==> src/rtl/risc_v_isa_pkg.sv <==
// RV32I encoding types, decoded-instruction record and the reference decode function
// shared by the decode stage and anything downstream that consumes instrInfo_s.
package risc_v_isa_pkg;

  localparam logic [6:0] OPC_LOAD   = 7'b0000011;
  localparam logic [6:0] OPC_OP_IMM = 7'b0010011;
  localparam logic [6:0] OPC_AUIPC  = 7'b0010111;
  localparam logic [6:0] OPC_STORE  = 7'b0100011;
  localparam logic [6:0] OPC_OP     = 7'b0110011;
  localparam logic [6:0] OPC_LUI    = 7'b0110111;
  localparam logic [6:0] OPC_BRANCH = 7'b1100011;
  localparam logic [6:0] OPC_JALR   = 7'b1100111;
  localparam logic [6:0] OPC_JAL    = 7'b1101111;
  localparam logic [6:0] OPC_SYSTEM = 7'b1110011;

  typedef enum logic [2:0] {ALU, MEM, BRN, JMP, LUP, ENV} unit_e;
  typedef enum logic [3:0] {ADD, SUB, SLL, SLT, SLTU, XOR, SRL, SRA, OR, AND} aluOp_e;
  typedef enum logic [1:0] {EMPTY, ONE, TWO} decState_e;

  typedef struct packed {
    logic [6:0] funct7;
    logic [4:0] rs2;
    logic [4:0] rs1;
    logic [2:0] funct3;
    logic [4:0] rd;
    logic [6:0] opcode;
  } rType_s;

  typedef struct packed {
    logic [11:0] imm_11_0;
    logic [4:0]  rs1;
    logic [2:0]  funct3;
    logic [4:0]  rd;
    logic [6:0]  opcode;
  } iType_s;

  typedef struct packed {
    logic [6:0] imm_11_5;
    logic [4:0] rs2;
    logic [4:0] rs1;
    logic [2:0] funct3;
    logic [4:0] imm_4_0;
    logic [6:0] opcode;
  } sType_s;

  typedef struct packed {
    logic       imm_12;
    logic [5:0] imm_10_5;
    logic [4:0] rs2;
    logic [4:0] rs1;
    logic [2:0] funct3;
    logic [3:0] imm_4_1;
    logic       imm_11;
    logic [6:0] opcode;
  } bType_s;

  typedef struct packed {
    logic [19:0] imm_31_12;
    logic [4:0]  rd;
    logic [6:0]  opcode;
  } uType_s;

  typedef struct packed {
    logic       imm_20;
    logic [9:0] imm_10_1;
    logic       imm_11;
    logic [7:0] imm_19_12;
    logic [4:0] rd;
    logic [6:0] opcode;
  } jType_s;

  typedef union packed {
    logic [31:0] raw;
    rType_s      r;
    iType_s      i;
    sType_s      s;
    bType_s      b;
    uType_s      u;
    jType_s      j;
  } instr_u;

  // Fields a unit does not use keep their NOP values; op_size carries funct3 for MEM and BRN.
  typedef struct packed {
    unit_e       unit;
    aluOp_e      alu_op;
    logic        use_immediate;
    logic        use_src_reg;
    logic        incr_pc;
    logic        is_call;
    logic        is_break;
    logic        mem_write;
    logic [2:0]  op_size;
    logic [4:0]  rd;
    logic [4:0]  rs1;
    logic [4:0]  rs2;
    logic [31:0] imm;
  } instrInfo_s;

  typedef struct packed {
    instrInfo_s info;
    logic       illegal;
  } decResult_s;

  localparam instrInfo_s NOP_INSTR_INFO = '{
    unit:          ALU,
    alu_op:        ADD,
    use_immediate: 1'b1,
    use_src_reg:   1'b0,
    incr_pc:       1'b0,
    is_call:       1'b0,
    is_break:      1'b0,
    mem_write:     1'b0,
    op_size:       3'd0,
    rd:            5'd0,
    rs1:           5'd0,
    rs2:           5'd0,
    imm:           32'd0
  };

  function automatic decResult_s decode_instr(instr_u instr);
    decResult_s res;
    res.info    = NOP_INSTR_INFO;
    res.illegal = 1'b0;
    case (instr.r.opcode)
      OPC_OP: begin
        res.info.use_immediate = 1'b0;
        res.info.rd            = instr.r.rd;
        res.info.rs1           = instr.r.rs1;
        res.info.rs2           = instr.r.rs2;
        case ({instr.r.funct7, instr.r.funct3})
          {7'h00, 3'b000}: res.info.alu_op = ADD;
          {7'h20, 3'b000}: res.info.alu_op = SUB;
          {7'h00, 3'b001}: res.info.alu_op = SLL;
          {7'h00, 3'b010}: res.info.alu_op = SLT;
          {7'h00, 3'b011}: res.info.alu_op = SLTU;
          {7'h00, 3'b100}: res.info.alu_op = XOR;
          {7'h00, 3'b101}: res.info.alu_op = SRL;
          {7'h20, 3'b101}: res.info.alu_op = SRA;
          {7'h00, 3'b110}: res.info.alu_op = OR;
          {7'h00, 3'b111}: res.info.alu_op = AND;
          default:         res.illegal     = 1'b1;
        endcase
      end
      OPC_OP_IMM: begin
        res.info.rd  = instr.i.rd;
        res.info.rs1 = instr.i.rs1;
        res.info.imm = {{20{instr.i.imm_11_0[11]}}, instr.i.imm_11_0};
        case (instr.i.funct3)
          3'b000: res.info.alu_op = ADD;
          3'b010: res.info.alu_op = SLT;
          3'b011: res.info.alu_op = SLTU;
          3'b100: res.info.alu_op = XOR;
          3'b110: res.info.alu_op = OR;
          3'b111: res.info.alu_op = AND;
          3'b001: begin
            res.info.alu_op = SLL;
            res.info.imm    = {27'd0, instr.r.rs2};
            res.illegal     = (instr.r.funct7 != 7'h00);
          end
          default: begin
            res.info.alu_op = (instr.r.funct7 == 7'h20) ? SRA : SRL;
            res.info.imm    = {27'd0, instr.r.rs2};
            res.illegal     = (instr.r.funct7 != 7'h00) && (instr.r.funct7 != 7'h20);
          end
        endcase
      end
      OPC_LOAD: begin
        res.info.unit    = MEM;
        res.info.op_size = instr.i.funct3;
        res.info.rd      = instr.i.rd;
        res.info.rs1     = instr.i.rs1;
        res.info.imm     = {{20{instr.i.imm_11_0[11]}}, instr.i.imm_11_0};
        res.illegal      = (instr.i.funct3 == 3'd3) || (instr.i.funct3 >= 3'd6);
      end
      OPC_STORE: begin
        res.info.unit      = MEM;
        res.info.mem_write = 1'b1;
        res.info.op_size   = instr.s.funct3;
        res.info.rs1       = instr.s.rs1;
        res.info.rs2       = instr.s.rs2;
        res.info.imm       = {{20{instr.s.imm_11_5[6]}}, instr.s.imm_11_5, instr.s.imm_4_0};
        res.illegal        = (instr.s.funct3 > 3'd2);
      end
      OPC_BRANCH: begin
        res.info.unit    = BRN;
        res.info.op_size = instr.b.funct3;
        res.info.rs1     = instr.b.rs1;
        res.info.rs2     = instr.b.rs2;
        res.info.imm     = {{19{instr.b.imm_12}}, instr.b.imm_12, instr.b.imm_11,
                            instr.b.imm_10_5, instr.b.imm_4_1, 1'b0};
        res.illegal      = (instr.b.funct3 == 3'd2) || (instr.b.funct3 == 3'd3);
      end
      OPC_JAL: begin
        res.info.unit = JMP;
        res.info.rd   = instr.j.rd;
        res.info.imm  = {{11{instr.j.imm_20}}, instr.j.imm_20, instr.j.imm_19_12,
                         instr.j.imm_11, instr.j.imm_10_1, 1'b0};
      end
      OPC_JALR: begin
        res.info.unit        = JMP;
        res.info.use_src_reg = 1'b1;
        res.info.rd          = instr.i.rd;
        res.info.rs1         = instr.i.rs1;
        res.info.imm         = {{20{instr.i.imm_11_0[11]}}, instr.i.imm_11_0};
      end
      OPC_LUI, OPC_AUIPC: begin
        res.info.unit    = LUP;
        res.info.incr_pc = (instr.u.opcode == OPC_AUIPC);
        res.info.rd      = instr.u.rd;
        res.info.imm     = {instr.u.imm_31_12, 12'd0};
      end
      OPC_SYSTEM: begin
        res.info.unit     = ENV;
        res.info.is_call  = (instr.i.imm_11_0 == 12'd0);
        res.info.is_break = (instr.i.imm_11_0 == 12'd1);
        res.illegal       = (instr.i.imm_11_0 > 12'd1);
      end
      default: res.illegal = 1'b1;
    endcase
    if (res.illegal) res.info = NOP_INSTR_INFO;
    return res;
  endfunction

endpackage

==> src/rtl/instr_decode_comb.sv <==
// Purely combinational RV32I decode: raw word in, decoded record and illegal flag out.
module instr_decode_comb
  import risc_v_isa_pkg::*;
#(
  parameter bit CHECK_ILLEGAL = 1'b1
) (
  input  instr_u     instr_i,
  output instrInfo_s info_o,
  output logic       illegal_o
);

  decResult_s res;

  always_comb begin
    res       = decode_instr(instr_i);
    info_o    = res.info;
    illegal_o = CHECK_ILLEGAL ? res.illegal : 1'b0;
  end

endmodule

==> src/rtl/instr_decode_stage.sv <==
// Registered RV32I decode stage with a 2-entry skid buffer between fetch and execute.
// Decode happens before the register so the skid slot stores already-decoded entries.
module instr_decode_stage
  import risc_v_isa_pkg::*;
#(
  parameter int unsigned PC_WIDTH      = 12,
  parameter bit          CHECK_ILLEGAL = 1'b1
) (
  input  logic                clk_in,
  input  logic                rst_low_in,
  input  logic                flush_in,
  input  logic                instr_valid_in,
  output logic                instr_ready_out,
  input  instr_u              raw_instr_in,
  input  logic [PC_WIDTH-1:0] instr_pc_in,
  output logic                dec_valid_out,
  input  logic                dec_ready_in,
  output instrInfo_s          dec_instr_out,
  output logic [PC_WIDTH-1:0] dec_pc_out,
  output logic                dec_illegal_out
);

  decState_e           state_q, state_d;
  instrInfo_s          main_info_q, main_info_d, skid_info_q, skid_info_d;
  logic [PC_WIDTH-1:0] main_pc_q, main_pc_d, skid_pc_q, skid_pc_d;
  logic                main_ill_q, main_ill_d, skid_ill_q, skid_ill_d;

  instrInfo_s new_info;
  logic       new_illegal;
  logic       in_fire, out_fire;

  instr_decode_comb #(
    .CHECK_ILLEGAL(CHECK_ILLEGAL)
  ) u_decode (
    .instr_i  (raw_instr_in),
    .info_o   (new_info),
    .illegal_o(new_illegal)
  );

  assign instr_ready_out = (state_q != TWO);
  assign dec_valid_out   = (state_q != EMPTY);
  assign dec_instr_out   = main_info_q;
  assign dec_pc_out      = main_pc_q;
  assign dec_illegal_out = main_ill_q;

  assign in_fire  = instr_valid_in & instr_ready_out;
  assign out_fire = dec_valid_out & dec_ready_in;

  always_comb begin
    state_d     = state_q;
    main_info_d = main_info_q;
    main_pc_d   = main_pc_q;
    main_ill_d  = main_ill_q;
    skid_info_d = skid_info_q;
    skid_pc_d   = skid_pc_q;
    skid_ill_d  = skid_ill_q;
    if (flush_in) begin
      state_d     = EMPTY;
      main_info_d = NOP_INSTR_INFO;
      main_pc_d   = '0;
      main_ill_d  = 1'b0;
    end else begin
      case (state_q)
        EMPTY: begin
          if (in_fire) begin
            state_d     = ONE;
            main_info_d = new_info;
            main_pc_d   = instr_pc_in;
            main_ill_d  = new_illegal;
          end
        end
        ONE: begin
          if (in_fire && out_fire) begin
            main_info_d = new_info;
            main_pc_d   = instr_pc_in;
            main_ill_d  = new_illegal;
          end else if (in_fire) begin
            // Main slot is stalled; park the new word behind it.
            state_d     = TWO;
            skid_info_d = new_info;
            skid_pc_d   = instr_pc_in;
            skid_ill_d  = new_illegal;
          end else if (out_fire) begin
            state_d = EMPTY;
          end
        end
        TWO: begin
          if (out_fire) begin
            state_d     = ONE;
            main_info_d = skid_info_q;
            main_pc_d   = skid_pc_q;
            main_ill_d  = skid_ill_q;
          end
        end
        default: state_d = EMPTY;
      endcase
    end
  end

  always_ff @(posedge clk_in or negedge rst_low_in) begin
    if (!rst_low_in) begin
      state_q     <= EMPTY;
      main_info_q <= NOP_INSTR_INFO;
      main_pc_q   <= '0;
      main_ill_q  <= 1'b0;
      skid_info_q <= NOP_INSTR_INFO;
      skid_pc_q   <= '0;
      skid_ill_q  <= 1'b0;
    end else begin
      state_q     <= state_d;
      main_info_q <= main_info_d;
      main_pc_q   <= main_pc_d;
      main_ill_q  <= main_ill_d;
      skid_info_q <= skid_info_d;
      skid_pc_q   <= skid_pc_d;
      skid_ill_q  <= skid_ill_d;
    end
  end

endmodule
==> config.mk <==
export PLATFORM = sky130hd
export DESIGN_NAME = instr_decode_stage
export DESIGN_NICKNAME = d
export VERILOG_FILES = /design/src/rtl/risc_v_isa_pkg.sv /design/src/rtl/instr_decode_comb.sv /design/src/rtl/instr_decode_stage.sv
export SDC_FILE = /design/constraint.sdc
export NUM_CORES = 1
export LEC_CHECK = 0
export CAP_MARGIN = 20
export CORE_MARGIN = 3
export CORE_UTILIZATION = 39
export CTS_BUF_LIST = sky130_fd_sc_hd__clkbuf_4 sky130_fd_sc_hd__clkbuf_8
export CTS_CLUSTER_DIAMETER = 40
export DETAILED_ROUTE_END_ITERATION = 10
export PLACE_DENSITY = 0.73
export SLEW_MARGIN = 20
export SYNTH_ARGS = -nofsm -noshare
export SYNTH_HDL_FRONTEND = slang
export SYNTH_SLANG_ARGS = --single-unit
==> constraint.sdc <==
create_clock -name clk_in -period 2.12 [get_ports clk_in]
set_input_delay 0.53 -clock clk_in [delete_from_list [all_inputs] [get_ports clk_in]]
set_output_delay 0.53 -clock clk_in [all_outputs]
set_load 0.05 [all_outputs]
==> out/metrics.csv <==
stage,metric,value,unit
finish,area delta synth->final,40.9,%
worst_setup_path,Reg2Reg Capture Point,dec_instr_out[58]$_DFFE_PN0P_,
pwr,switching share of power,0.275,
clocking,CTS Buffer Depth,2,
worst_setup_path,WP data required,2.48,ns
pwr,Pleak,4.83,nW
timing,Final Setup Violations,0,
logic_synthesis,ys async rst share,1.00,
finish,most frequent cells in the layout,"buf_4, nand2_1, dfrtp_1",
clocking,clock-pin slew on the worst setup and hold paths,0.08,ns
hold_path,min-delay src,skid_info_q[3]$_DFFE_PN0P_,
timing,ratio of final minimum period to clock period,0.986,
floorplan,Initial Util,0.406,
worst_setup_path,CP max-delay cell,clkdlybuf4s50_1,
worst_setup_path,R2R cell count,5,
drt,drt wl/cell,18.6,um
drt,"wirelength, routed",23200,um
clocking,CTS tree,built,
worst_setup_path,stages on the worst setup path,8,
timing,Final Hold Violating Endpoints,0,
place,"Cell Area, Placed",9750,um^2
drt,met2 WL,10800,um
timing,Slew @ Worst Pin,0.529,ns
worst_setup_path,r2r setup slk,0.31,ns
place,Buffers on Ports,126,
pwr,clock group share of total power,0.353,
timing,fmax,478,MHz
place,gpl congestion,0.857,
hold_path,hold depth,2,
timing,final sum of negative setup slack,0,ns
drt,met3 wire length,1640,um
worst_setup_path,max incr delay on CP,0.42,ns
logic_synthesis,Cells after Synth,792,
worst_setup_path,critical path endpoint category,flip-flop,
worst_setup_path,Worst Path Arrival,2.45,ns
grt,first-pass GRT wire length,35300,um
logic_synthesis,"Seq/Total Area, Yosys",0.517,
grt,GRT overflow,0,
floorplan,# rows,49,
grt,vias in the first global route,6698,
pwr,Pwr Total,6.53,mW
clocking,clk_lat worst skew,0.45,ns
timing,worst hold slack,0.475,ns
drt,Via density,5.71,
timing,RSZ-0062 raised after global routing,true,
logic_synthesis,Synth Flop Type,dfrtp_1,
logic_synthesis,syn avg cell area,9.42,um^2
grt,initial antenna violation count,2,
grt,GRT Overall Usage,0.215,
grt,largest net degree at the start of global routing,69,
floorplan,Die H,144,um
pwr,worst vdd ir,0.381,mV
pwr,internal power,4.74,mW
floorplan,CORE AREA,18400,um^2
worst_setup_path,Worst Setup Start Kind,input pin,
floorplan,die width,144,um
worst_setup_path,Worst Path Buf+Inv,3,
logic_synthesis,post-synth cell types,67,
hold_path,WHS Endpoint,skid_info_q[3]$_DFFE_PN0P_,
timing,min Tclk post-route,2.09,ns
hold_path,worst hold path class,reg -> reg,
place,HPWL Detailed,16200,um
timing,Slew HR,0.649,
worst_setup_path,"CP delay by family, top",buffers and inverters,
status,outcome,completed,
worst_setup_path,Crit Path Class,in -> reg,
drt,Final ANT Viol Nets,0,
clocking,H-tree depth reported by CTS,4,
logic_synthesis,Yosys warning total,0,
floorplan,I/O pin count,127,
drt,drt drc,0,
logic_synthesis,syn nets,841,
worst_setup_path,critical path peak fanout,8,
logic_synthesis,"Cell Area, Synth",7460,um^2
clocking,CTS sink cnt,154,
timing,clock skew,0.00815,ns
logic_synthesis,Post-synth EDFFs,0,
finish,Fillers,1529,
floorplan,full die area,20800,um^2
finish,final instance area,10500,um^2
logic_synthesis,"flops & latches, synth",154,
finish,fin nets,1055,
finish,"most common cell after layout, fill and taps aside",buf_4,
drt,Detailed Route Iter0 Violations,600,
pwr,Pwr per Cell Area,621,nW/um^2
finish,share of cells above drive strength 1,0.268,
drt,met1 WL,10200,um
timing,Final Max Tran Viols,0,
drt,DR top layer,met4,
clocking,CTS buffer count,17,
pwr,Switch Pwr,1.79,mW
pwr,Comb pwr share,0.170,
job,max cap viols,0,
drt,drt pass-1 iters,5,
drt,routed via count,7120,
worst_setup_path,beginning of the worst register-to-register path,state_q[1]$_DFFE_PN0P_,
pwr,sequential share of power,0.477,
worst_setup_path,crit path cell chain,"clkdlybuf4s50_1, and4b_1, nand3_2, a32oi_4, o211ai_4, buf_4, buf_12, o31ai_2",
clocking,root buffer cell,clkbuf_8,
==> per-layer routing <==
metal	vias to the layer above	global-route usage
li1	3307	-
met1	3464	0.308
met2	306	0.327
met3	43	0.0413
met4	0	0.0736
met5	-	0
==> power groups by stage <==
stage	Combinational (mW)	Clock, mW	Sequential, mW
2_1_floorplan	0.363	0	3.32
3_3_place_gp	1.06	0	3.17
3_5_place_dp	1.08	0	3.17
4_1_cts	1.06	2.33	3.11
5_1_grt	1.19	2.46	3.13
6_report	1.11	2.31	3.11
==> metrics by stage <==
stage	setup WS, ns	utilization	instances
after floorplan	0.000334	-	792
after global placement	-0.521	0.530	1203
after detailed placement	-0.605	0.530	1203
after CTS	0.00414	0.552	1234
after global routing	-0.0445	0.571	1248
final	0.0287	0.571	1248
==> registers in the layout (all words and copies together) (netlist names) <==
| register | cells |
|---|---|
| skid_info_q | 63 |
| dec_illegal_out | 1 |
| skid_ill_q | 1 |
| skid_pc_q | 12 |
| dec_instr_out | 63 |
| state_q | 2 |
| dec_pc_out | 12 |
==> cell usage after synthesis, types with 5 or more instances <==
cell type	count	area [um^2]
a211oi_1	7	52.6
nor2_1	33	124
clkbuf_1	53	199
a21oi_1	16	80.1
nand3_1	37	185
nor2b_1	5	31.3
a22o_1	5	43.8
a22oi_1	63	473
dfrtp_1	152	3800
a311oi_1	12	105
buf_6	6	67.6
o21ai_2	11	96.3
nand2b_1	5	31.3
inv_1	12	45.0
o21ai_1	5	25.0
buf_2	8	40.0
and2_1	7	43.8
nand2_1	159	597
o31ai_1	35	263
nand4_1	8	50.1
nor3_1	7	35.0
o21ai_0	76	380
a31oi_1	5	31.3
==> final cells by class <==
class                   instances  area (um^2)  share of cell area
diodes                          2         5.00            0.000476
clock buffers                  22          284              0.0270
clock inverters                 8          120              0.0114
inverters                      12         45.0             0.00429
multi-input cells             559         3400               0.323
flip-flops and latches        154         3860               0.367
well taps                     229          287              0.0273
repair buffers                262         2520               0.240
==> worst register-to-register path, cell delays in order (launching register included) <==
cell       delay, ns
dfrtp_1         0.43
nand2b_1        0.24
nor3_2          0.42
o2111ai_4       0.20
buf_12          0.22
o21ai_0         0.21
==> timing repair <==
item	in CTS	in global routing
hold buffers	1	0
setup endpoints to repair	63	112
endpoints found under the hold margin	17	0
cloned	0	5
buffers inserted	0	7
gates resized for setup	28	52
pin swaps	0	8
==> cell families after synthesis <==
| group | after synthesis | synth area share |
|---|---|---|
| buf+inv | 79 | 0.0471 |
| xor+xnor | 2 | 0.00235 |
| flops | 154 | 0.517 |
| mux | 4 | 0.00554 |
| compound gates | 267 | 0.250 |
| simple gates | 286 | 0.177 |
==> worst max-delay path by stage <==
stage                                start                            end  slack (ns)
after global placement     raw_instr_in[2]  dec_instr_out[40]$_DFFE_PN0P_       -0.52
after CTS                  raw_instr_in[2]    skid_info_q[44]$_DFFE_PN0P_       0.004
after global routing       raw_instr_in[4]    skid_info_q[22]$_DFFE_PN0P_       -0.04
after detailed placement  raw_instr_in[31]    skid_info_q[44]$_DFFE_PN0P_       -0.60
after floorplan            raw_instr_in[2]         skid_ill_q$_DFFE_PN0P_      0.0003
final                      raw_instr_in[4]    skid_info_q[29]$_DFFE_PN0P_        0.03
Power figures use the tool's default switching activity.
